**src/rtl/bandgap_seq_ctrl.sv**
```systemverilog
// bandgap_seq_ctrl: power-up / check / retry sequencer for the standard and
// DTMOS bandgap cores plus the unity-gain buffer that drives the shared pin.
// Channel switches are break-before-make, either manual (ch_req) or
// auto-alternating every DWELL_CYCLES.
// Optional feature: define BGSEQ_KICK_EN to drive an 8-cycle start-up kick
// pulse at every STARTUP entry; otherwise kick is tied low.
module bandgap_seq_ctrl #(
  parameter int CNT_W          = 17,
  parameter int STARTUP_CYCLES = 4096,
  parameter int SETTLE_CYCLES  = 1024,
  parameter int BREAK_CYCLES   = 4,
  parameter int DWELL_CYCLES   = 65536,
  parameter int MAX_RETRY      = 3
) (
  input  logic       clk,
  input  logic       rst,
  input  logic       en,
  input  logic       mode_auto,
  input  logic       ch_req,
  input  logic       ok_in,
  output logic [1:0] bg_en,
  output logic       buf_en,
  output logic       mux_sel,
  output logic       mux_break,
  output logic       ready,
  output logic       fault,
  output logic [2:0] state_o,
  output logic       kick
);

  typedef enum logic [2:0] {
    ST_OFF     = 3'd0,
    ST_STARTUP = 3'd1,
    ST_CHECK   = 3'd2,
    ST_SETTLE  = 3'd3,
    ST_READY   = 3'd4,
    ST_BREAK   = 3'd5,
    ST_FAULT   = 3'd6
  } state_t;

  localparam int RET_W = (MAX_RETRY < 1) ? 1 : $clog2(MAX_RETRY + 1);

  localparam logic [CNT_W-1:0] STARTUP_LAST = CNT_W'(STARTUP_CYCLES - 1);
  localparam logic [CNT_W-1:0] SETTLE_LAST  = CNT_W'(SETTLE_CYCLES - 1);
  localparam logic [CNT_W-1:0] BREAK_LAST   = CNT_W'(BREAK_CYCLES - 1);
  localparam logic [CNT_W-1:0] DWELL_LAST   = CNT_W'(DWELL_CYCLES - 1);
  localparam logic [RET_W-1:0] RETRY_MAX    = RET_W'(MAX_RETRY);

  state_t             state, state_nxt;
  logic [CNT_W-1:0]   cnt;
  logic [CNT_W-1:0]   dwell;
  logic [RET_W-1:0]   retries;
  logic               sel_q;
  logic               target;
  logic               ok_meta, ok_sync;
  logic               tgt_eff;
  logic               timed;
  logic               retry_inc;

  // Two-flop synchroniser for the asynchronous comparator flag
  always_ff @(posedge clk) begin
    if (rst) begin
      ok_meta <= 1'b0;
      ok_sync <= 1'b0;
    end else begin
      ok_meta <= ok_in;
      ok_sync <= ok_meta;
    end
  end

  // State register
  always_ff @(posedge clk) begin
    if (rst) state <= ST_OFF;
    else     state <= state_nxt;
  end

  // Next-state and Moore output decode; en=0 overrides everything to OFF
  always_comb begin
    state_nxt = state;
    retry_inc = 1'b0;
    tgt_eff   = target;
    timed     = 1'b0;
    bg_en     = '0;
    buf_en    = 1'b0;
    mux_break = 1'b0;
    ready     = 1'b0;
    fault     = 1'b0;
    case (state)
      ST_OFF: state_nxt = ST_STARTUP;
      ST_STARTUP: begin
        bg_en = '1;
        timed = 1'b1;
        if (cnt == STARTUP_LAST) state_nxt = ST_CHECK;
      end
      ST_CHECK: begin
        bg_en = '1;
        if (ok_sync) state_nxt = ST_SETTLE;
        else if (retries < RETRY_MAX) begin
          retry_inc = 1'b1;
          state_nxt = ST_STARTUP;
        end else state_nxt = ST_FAULT;
      end
      ST_SETTLE: begin
        bg_en  = '1;
        buf_en = 1'b1;
        timed  = 1'b1;
        if (!ok_sync) state_nxt = ST_FAULT;
        else if (cnt == SETTLE_LAST) state_nxt = ST_READY;
      end
      ST_READY: begin
        bg_en  = '1;
        buf_en = 1'b1;
        ready  = 1'b1;
        if (mode_auto) tgt_eff = (dwell == DWELL_LAST) ? ~sel_q : sel_q;
        else           tgt_eff = ch_req;
        // Reference loss outranks a pending channel switch
        if (!ok_sync) state_nxt = ST_FAULT;
        else if (tgt_eff != sel_q) state_nxt = ST_BREAK;
      end
      ST_BREAK: begin
        bg_en     = '1;
        buf_en    = 1'b1;
        mux_break = 1'b1;
        timed     = 1'b1;
        if (!ok_sync) state_nxt = ST_FAULT;
        else if (cnt == BREAK_LAST) state_nxt = ST_SETTLE;
      end
      ST_FAULT: fault = 1'b1;
      default:  state_nxt = ST_OFF;
    endcase
    if (!en) begin
      state_nxt = ST_OFF;
      retry_inc = 1'b0;
    end
  end

  // Phase counter, dwell counter, retry count, target and mux select
  always_ff @(posedge clk) begin
    if (rst) begin
      cnt     <= '0;
      dwell   <= '0;
      retries <= '0;
      sel_q   <= 1'b0;
      target  <= 1'b0;
    end else begin
      cnt <= (timed && (state_nxt == state)) ? cnt + 1'b1 : '0;
      // Dwell only runs in auto READY; leaving auto or READY restarts it
      dwell <= (state == ST_READY && state_nxt == ST_READY && mode_auto)
               ? dwell + 1'b1 : '0;
      if (!en || state == ST_OFF) retries <= '0;
      else if (retry_inc)         retries <= retries + 1'b1;
      if (state == ST_READY) target <= tgt_eff;
      // Select only moves on SETTLE entry (from CHECK or end of BREAK);
      // it is forced to 0 whenever the buffer path is inactive
      if (!(state_nxt inside {ST_SETTLE, ST_READY, ST_BREAK})) sel_q <= 1'b0;
      else if (state_nxt == ST_SETTLE && state != ST_SETTLE)   sel_q <= target;
    end
  end

  assign mux_sel = sel_q;
  assign state_o = state;

`ifdef BGSEQ_KICK_EN
  assign kick = (state == ST_STARTUP) && (cnt < CNT_W'(8));
`else
  assign kick = 1'b0;
`endif

endmodule
```
**config.mk**
```make
export PLATFORM = sky130hd
export DESIGN_NAME = bandgap_seq_ctrl
export DESIGN_NICKNAME = d
export VERILOG_FILES = /design/src/rtl/bandgap_seq_ctrl.sv
export SDC_FILE = /design/constraint.sdc
export NUM_CORES = 1
export LEC_CHECK = 0
export CORE_UTILIZATION = 44
export DETAILED_ROUTE_END_ITERATION = 16
export PLACE_DENSITY = 0.71
export SETUP_SLACK_MARGIN = 0.2
export SLEW_MARGIN = 20
export SYNTH_ARGS = -nofsm -noshare
export SYNTH_HDL_FRONTEND = slang
export SYNTH_SLANG_ARGS = --single-unit
```
**constraint.sdc**
```tcl
create_clock -name clk -period 2.52 [get_ports clk]
set_input_delay 0.756 -clock clk [delete_from_list [all_inputs] [get_ports clk]]
set_output_delay 0.756 -clock clk [all_outputs]
set_load 0.02 [all_outputs]
```
==> results.sh, run 1 <==
export IMPL_routed_wl_um=5110
export IMPL_dp_hpwl_um=3150
export IMPL_stdcell_count=362
export IMPL_start_util_pct=46.7
export IMPL_fin_area_mm2=0.00299
export IMPL_place_gp_congestion=0.872
export IMPL_pin_count=17
export IMPL_power_density_mw_per_mm2=439
export IMPL_tritoncts="done"
export IMPL_syn_cell_area_mm2=0.00226
export IMPL_finalHoldViolations=0
export IMPL_die_h_um=73.7
export IMPL_power_frac_seq_pct=52.0
export IMPL_power_total_w=0.00131
export IMPL_synth_edf_count=0
export IMPL_wl_per_cell_um=14.1
export IMPL_grt_pass1_vias=1811
export IMPL_met1_length_um=2280
export IMPL_report_final_slew_viol_count=0
export IMPL_synthArstFlopShare_pct=0
export IMPL_clk_pin_slew_ns=0.08
export IMPL_final_util_pct=61.7
export IMPL_cp_top_family="compound AO/OA/AOI/OAI gates"
export IMPL_coreArea_mm2=0.00485
export IMPL_power_switching_w=0.000286
export IMPL_clock_sinks=43
export IMPL_min_path_type="reg -> reg"
export IMPL_placed_area_mm2=0.00255
export IMPL_crit_type="in -> reg"
export IMPL_p_leak_nw=1.14
export IMPL_end_kind="flip-flop"
export IMPL_synthesis_nets=272
export IMPL_cp_cell_sequence="clkdlybuf4s15_1, xor2_1, or4_1, o211a_1, a21o_1, a31o_4, buf_12, nor3_2"
export IMPL_worstPathArrival_ns=2.46
export IMPL_syn_avg_cell_area_um2=8.63
export IMPL_cts_max_level=2
export IMPL_ys_types=49
export IMPL_critPathMaxFanout=5
export IMPL_max_freq_ghz=0.446
export IMPL_clock_latency_ns=0.30
export IMPL_cts_made_buffers=5
export IMPL_place_inst=346
export IMPL_finalCriticalPeriod_ns=2.24
export IMPL_die_x_um=73.7
export IMPL_rsz0062_at_grt="no"
export IMPL_hp_start="ok_meta"
export IMPL_clkPwrFrac_pct=44.2
export IMPL_cts_buffer_depth=2
export IMPL_status="complete, no violations"
export IMPL_r2r_end="cnt[0]"
export IMPL_r2r_start="cnt[7]"
export IMPL_dieArea_mm2=0.00543
export IMPL_ys_flop_type="dfxtp_1"
export IMPL_ys_warn_count=0
export IMPL_grt_pass1_wl_um=8020
export IMPL_io_buffers=15
export IMPL_insertedDiodeCount=0
export IMPL_ff2ff_path_depth=7
export IMPL_row_count=25
export IMPL_hold_ws_ns=0.442
export IMPL_cp_required_ns=2.74
export IMPL_vias=2023
export IMPL_intPower_w=0.00103
export IMPL_grt_overflow=0
export IMPL_min_period_over_period_pct=89.0
export IMPL_cp_start_kind="input pin"
export IMPL_cts_hold_buf=0
export IMPL_drc=0
export IMPL_setup_viol=0
export IMPL_worstHoldEndpoint="ok_sync"
export IMPL_ir_drop_uv=276
export IMPL_critPathBufInv=2
export IMPL_route_met2_wl_um=2550
export IMPL_antenna_left=0
export IMPL_drv_cap=0
export IMPL_swShare_pct=21.7
export IMPL_clock_skew_ns=0.0111
export IMPL_via_per_inst=5.59
export IMPL_slowest_stage="or4_1"
export IMPL_dr_pass1_iters=4
export IMPL_ys_seq_area_share_pct=38.1
export IMPL_syn2layout_area_growth_pct=32.3
export IMPL_antenna_found_initial=0
export IMPL_pwr_share_comb_pct=3.8
export IMPL_drive_gt1_share_pct=27.8
export IMPL_r2r_setup_slack_ns=0.32
export IMPL_cpPeakStageDelay_ns=0.47
export IMPL_final_nets=304
export IMPL_synthCells=262
export IMPL_initialDrtViolationCount=233
export IMPL_grt_start_max_net_pins=18
export IMPL_highest_layer="met4"
export IMPL_wl_met3_um=202
export IMPL_grt_usage_pct=19.0
export IMPL_hold_depth=1
export IMPL_synth_seq_cells=43
export IMPL_clockRootBuffer="clkbuf_8"
==> cell families (layout without fill, tap and decap cells) <==
kind of cell,after synthesis,count (layout),share of synthesized area (%)
buf+inv,21,54,4.98
other cells,1,1,0.166
mux,1,1,0.442
simple gates,134,134,33.5
xor+xnor,32,32,12.4
flops,43,43,38.1
compound gates,26,26,8.24
fa+ha+maj,4,4,2.21
==> sequential cells by signal, indices dropped and copies added (netlist names) <==
register	count
cnt	17
dwell	17
mux_sel	1
ok_meta	1
ok_sync	1
retries	2
state_o	3
target	1
==> timing repair <==
| item | in CTS | in global routing |
|---|---|---|
| gates cloned | 2 | 1 |
| setup endpoints to repair | 24 | 35 |
| pin swaps | 1 | 12 |
| buffers inserted | 0 | 5 |
| resized for setup | 23 | 39 |
==> routing by layer <==
metal / vias up / global-route usage (%)
met4: 0 / 7.48
met2: 64 / 30.8
met1: 965 / 24.3
met5: - / 0
met3: 11 / 4.25
li1: 983 / -
==> power by group through the flow <==
stage	sequential [W]	combinational [W]	clock, W
6_report	0.000684	0.0000497	0.000581
5_1_grt	0.000684	0.0000535	0.000615
4_1_cts	0.000684	0.0000442	0.000584
3_5_place_dp	0.000701	0.0000465	0
3_3_place_gp	0.000701	0.0000461	0
2_1_floorplan	0.000700	0.0000263	0
==> layout make-up <==
class | instances | area (µm²)
Clock buffer | 6 | 82.6
Sequential cell | 43 | 880
Tap cell | 67 | 83.8
Multi-Input combinational cell | 198 | 1480
Timing Repair Buffer | 38 | 395
Fill cell | 411 | 1860
Inverter | 8 | 30.0
Clock inverter | 2 | 38.8
==> layout by cell type (no fill, tap or decap), drive strengths merged, types with 7 or more instances in the layout <==
master       netlist  final
nor3              28     28
dfxtp             43     43
buf                9     22
dlygate4sd2        0      8
nand2             18     18
xnor2              9      9
inv                8      9
nor2              28     28
xor2              23     23
nand3             23     23
and3              10     10
clkbuf             4      7
==> worst max-delay path by stage <==
| stage | endpoint | slack, ns | cells past startpoint | from |
|---|---|---|---|---|
| 6_report | dwell[2] | 0.28 | 8 | ch_req |
| 5_1_grt | cnt[2] | 0.20 | 13 | dwell[2] |
| 4_1_cts | cnt[0] | 0.21 | 8 | cnt[0] |
| 3_5_place_dp | dwell[4] | -0.19 | 8 | ch_req |
| 3_3_place_gp | dwell[5] | -0.14 | 8 | ch_req |
| 2_1_floorplan | dwell[10] | 0.22 | 13 | dwell[4] |
==> synth_stat cells (6+ instances only) <==
cell type	count	area, µm²
xor2_1	23	201
dfxtp_1	43	861
inv_1	8	30.0
nand2_1	18	67.6
nand3_1	23	115
nor2_1	28	105
and2_1	6	37.5
xnor2_1	9	78.8
and3_1	10	62.6
nor3_2	10	100
nor3_1	18	90.1
==> per-stage QoR <==
step / worst slack [ns] / TNS, ns
floorplan: 0.216 / 0
global placement: -0.138 / -3.51
detailed placement: -0.189 / -3.96
CTS: 0.214 / 0
global route: 0.201 / 0
finish: 0.276 / 0
Power figures use the tool's default switching activity.
==> run 2: changes to the inputs <==
- CORE_UTILIZATION: 44 -> 58
- MAX_ROUTING_LAYER: not set -> met4
- PLACE_DENSITY: 0.71 -> 0.87
==> results.sh, run 2 (synthesis results as in run 1) <==
export IMPL_dieArea_mm2=0.00415
export IMPL_pre_cts_slack_ns=-0.196
export IMPL_pwr_share_comb_pct=4.9
export IMPL_worst_pin_slew_ns=0.548
export IMPL_grt_overflow=0
export IMPL_clock_skew_ns=0.0156
export IMPL_grt_start_max_net_pins=18
export IMPL_die_h_um=64.5
export IMPL_grt_pass1_wl_um=9050
export IMPL_drive_gt1_share_pct=28.9
export IMPL_drc=0
export IMPL_cp_start_kind="flip-flop"
export IMPL_grt_usage_pct=29.1
export IMPL_max_freq_ghz=0.402
export IMPL_min_period_over_period_pct=98.7
export IMPL_place_inst=323
export IMPL_syn2layout_area_growth_pct=31.2
export IMPL_ir_drop_uv=358
export IMPL_r2r_end="dwell[14]"
export IMPL_antenna_left=0
export IMPL_drv_cap=0
export IMPL_status="complete, no violations"
export IMPL_worstHoldEndpoint="ok_sync"
export IMPL_cts_buffer_depth=2
export IMPL_coreArea_mm2=0.00369
export IMPL_power_switching_w=0.000291
export IMPL_row_count=22
export IMPL_slew_headroom_pct=63.4
export IMPL_power_total_w=0.00119
export IMPL_min_path_type="reg -> reg"
export IMPL_setup_viol=0
export IMPL_hold_depth=1
export IMPL_clk_pin_slew_ns=0.09
export IMPL_worstPathArrival_ns=2.72
export IMPL_antenna_found_initial=0
export IMPL_routed_wl_um=6980
export IMPL_vias=2231
export IMPL_critPathMaxFanout=8
export IMPL_io_buffers=15
export IMPL_end_kind="flip-flop"
export IMPL_clock_latency_ns=0.31
export IMPL_cts_max_level=2
export IMPL_place_gp_congestion=0.915
export IMPL_finalHoldViolations=0
export IMPL_swShare_pct=24.5
export IMPL_cts_hold_buf=0
export IMPL_dp_hpwl_um=3340
export IMPL_insertedDiodeCount=0
export IMPL_report_final_slew_viol_count=0
export IMPL_grt_pass1_vias=1925
export IMPL_finalCriticalPeriod_ns=2.49
export IMPL_r2r_start="cnt[1]"
export IMPL_power_frac_seq_pct=57.5
export IMPL_start_util_pct=61.3
export IMPL_initialDrtViolationCount=385
export IMPL_final_nets=303
export IMPL_clkPwrFrac_pct=37.7
export IMPL_cts_made_buffers=5
export IMPL_hp_start="ok_meta"
export IMPL_hold_ws_ns=0.467
export IMPL_r2r_setup_slack_ns=0.03
export IMPL_dr_pass1_iters=5
export IMPL_wl_per_cell_um=20.4
export IMPL_most_common_layout_cells="31 x dfxtp_1, 26 x nor2_1, 23 x xor2_1"
export IMPL_via_per_inst=6.52
export IMPL_clockRootBuffer="clkbuf_8"
export IMPL_crit_type="reg -> reg"
export IMPL_pin_count=17
export IMPL_setup_ws_ns=0.0338
export IMPL_ff2ff_path_depth=8
export IMPL_tritoncts="done"
export IMPL_final_common_cell="dfxtp_1"
export IMPL_rsz0062_at_grt="yes"
export IMPL_stdcell_count=342
export IMPL_die_x_um=64.5
export IMPL_intPower_w=0.000898
export IMPL_clock_sinks=43
export IMPL_cp_required_ns=2.76
export IMPL_power_density_mw_per_mm2=400
export IMPL_p_leak_nw=1.13
[run 2: what timing repair did]
action,in CTS,in global routing
endpoints found under the setup margin,43,37
resized for setup,28,45
pin swaps,3,18
setup buffers,1,7
gates cloned,2,1
endpoints found under the hold margin,0,0
[run 2: final cells by class]
type | count | area (µm²)
Multi-Input combinational cell | 198 | 1520
Clock buffer | 6 | 72.6
Clock inverter | 2 | 12.5
Tap cell | 48 | 60.1
Inverter | 8 | 30.0
Sequential cell | 43 | 886
Timing Repair Buffer | 37 | 392
Fill cell | 214 | 721
[run 2: metal layers]
layer  track usage, %  wire, µm  up-vias
met3             5.28       566       41
met5                -         0        -
li1                 -         -      987
met4             15.8       399        0
met2             48.2      3460      158
met1             33.4      2550     1045
[run 2: critical path: stages (launching register included)]
cell and delay (ns):
dfxtp_1 0.39, ha_2 0.26, and2_1 0.24, and4b_4 0.31, o2111ai_1 0.31, a21o_1 0.31
a31o_4 0.30, buf_16 0.16, nor3_4 0.13
[run 2: power by group through the flow]
stage               clock network (W)  logic (W)  registers, W
global route                 0.000472  0.0000603      0.000684
detailed placement                  0  0.0000462      0.000702
global placement                    0  0.0000457      0.000702
finish                       0.000448  0.0000578      0.000683
CTS                          0.000437  0.0000468      0.000684
floorplan                           0  0.0000263      0.000700
[run 2: how the worst max path moves through the flow]
| stage | end | slack [ns] | startpoint |
|---|---|---|---|
| finish | dwell[14] | 0.03 | cnt[1] |
| global route | dwell[14] | -0.03 | cnt[1] |
| CTS | bg_en[1] | 0.11 | state_o[2] |
| detailed placement | dwell[6] | -0.20 | ch_req |
| global placement | dwell[7] | -0.13 | ch_req |
| floorplan | dwell[10] | 0.22 | dwell[4] |
[run 2: metrics by stage]
stage	TNS [ns]	instance area, µm²	util (%)
floorplan	0	2270	-
global placement	-3.28	2500	67.8
detailed placement	-4.40	2500	67.8
CTS	0	2710	73.5
global route	-0.0776	2970	80.5
finish	0	2970	80.5
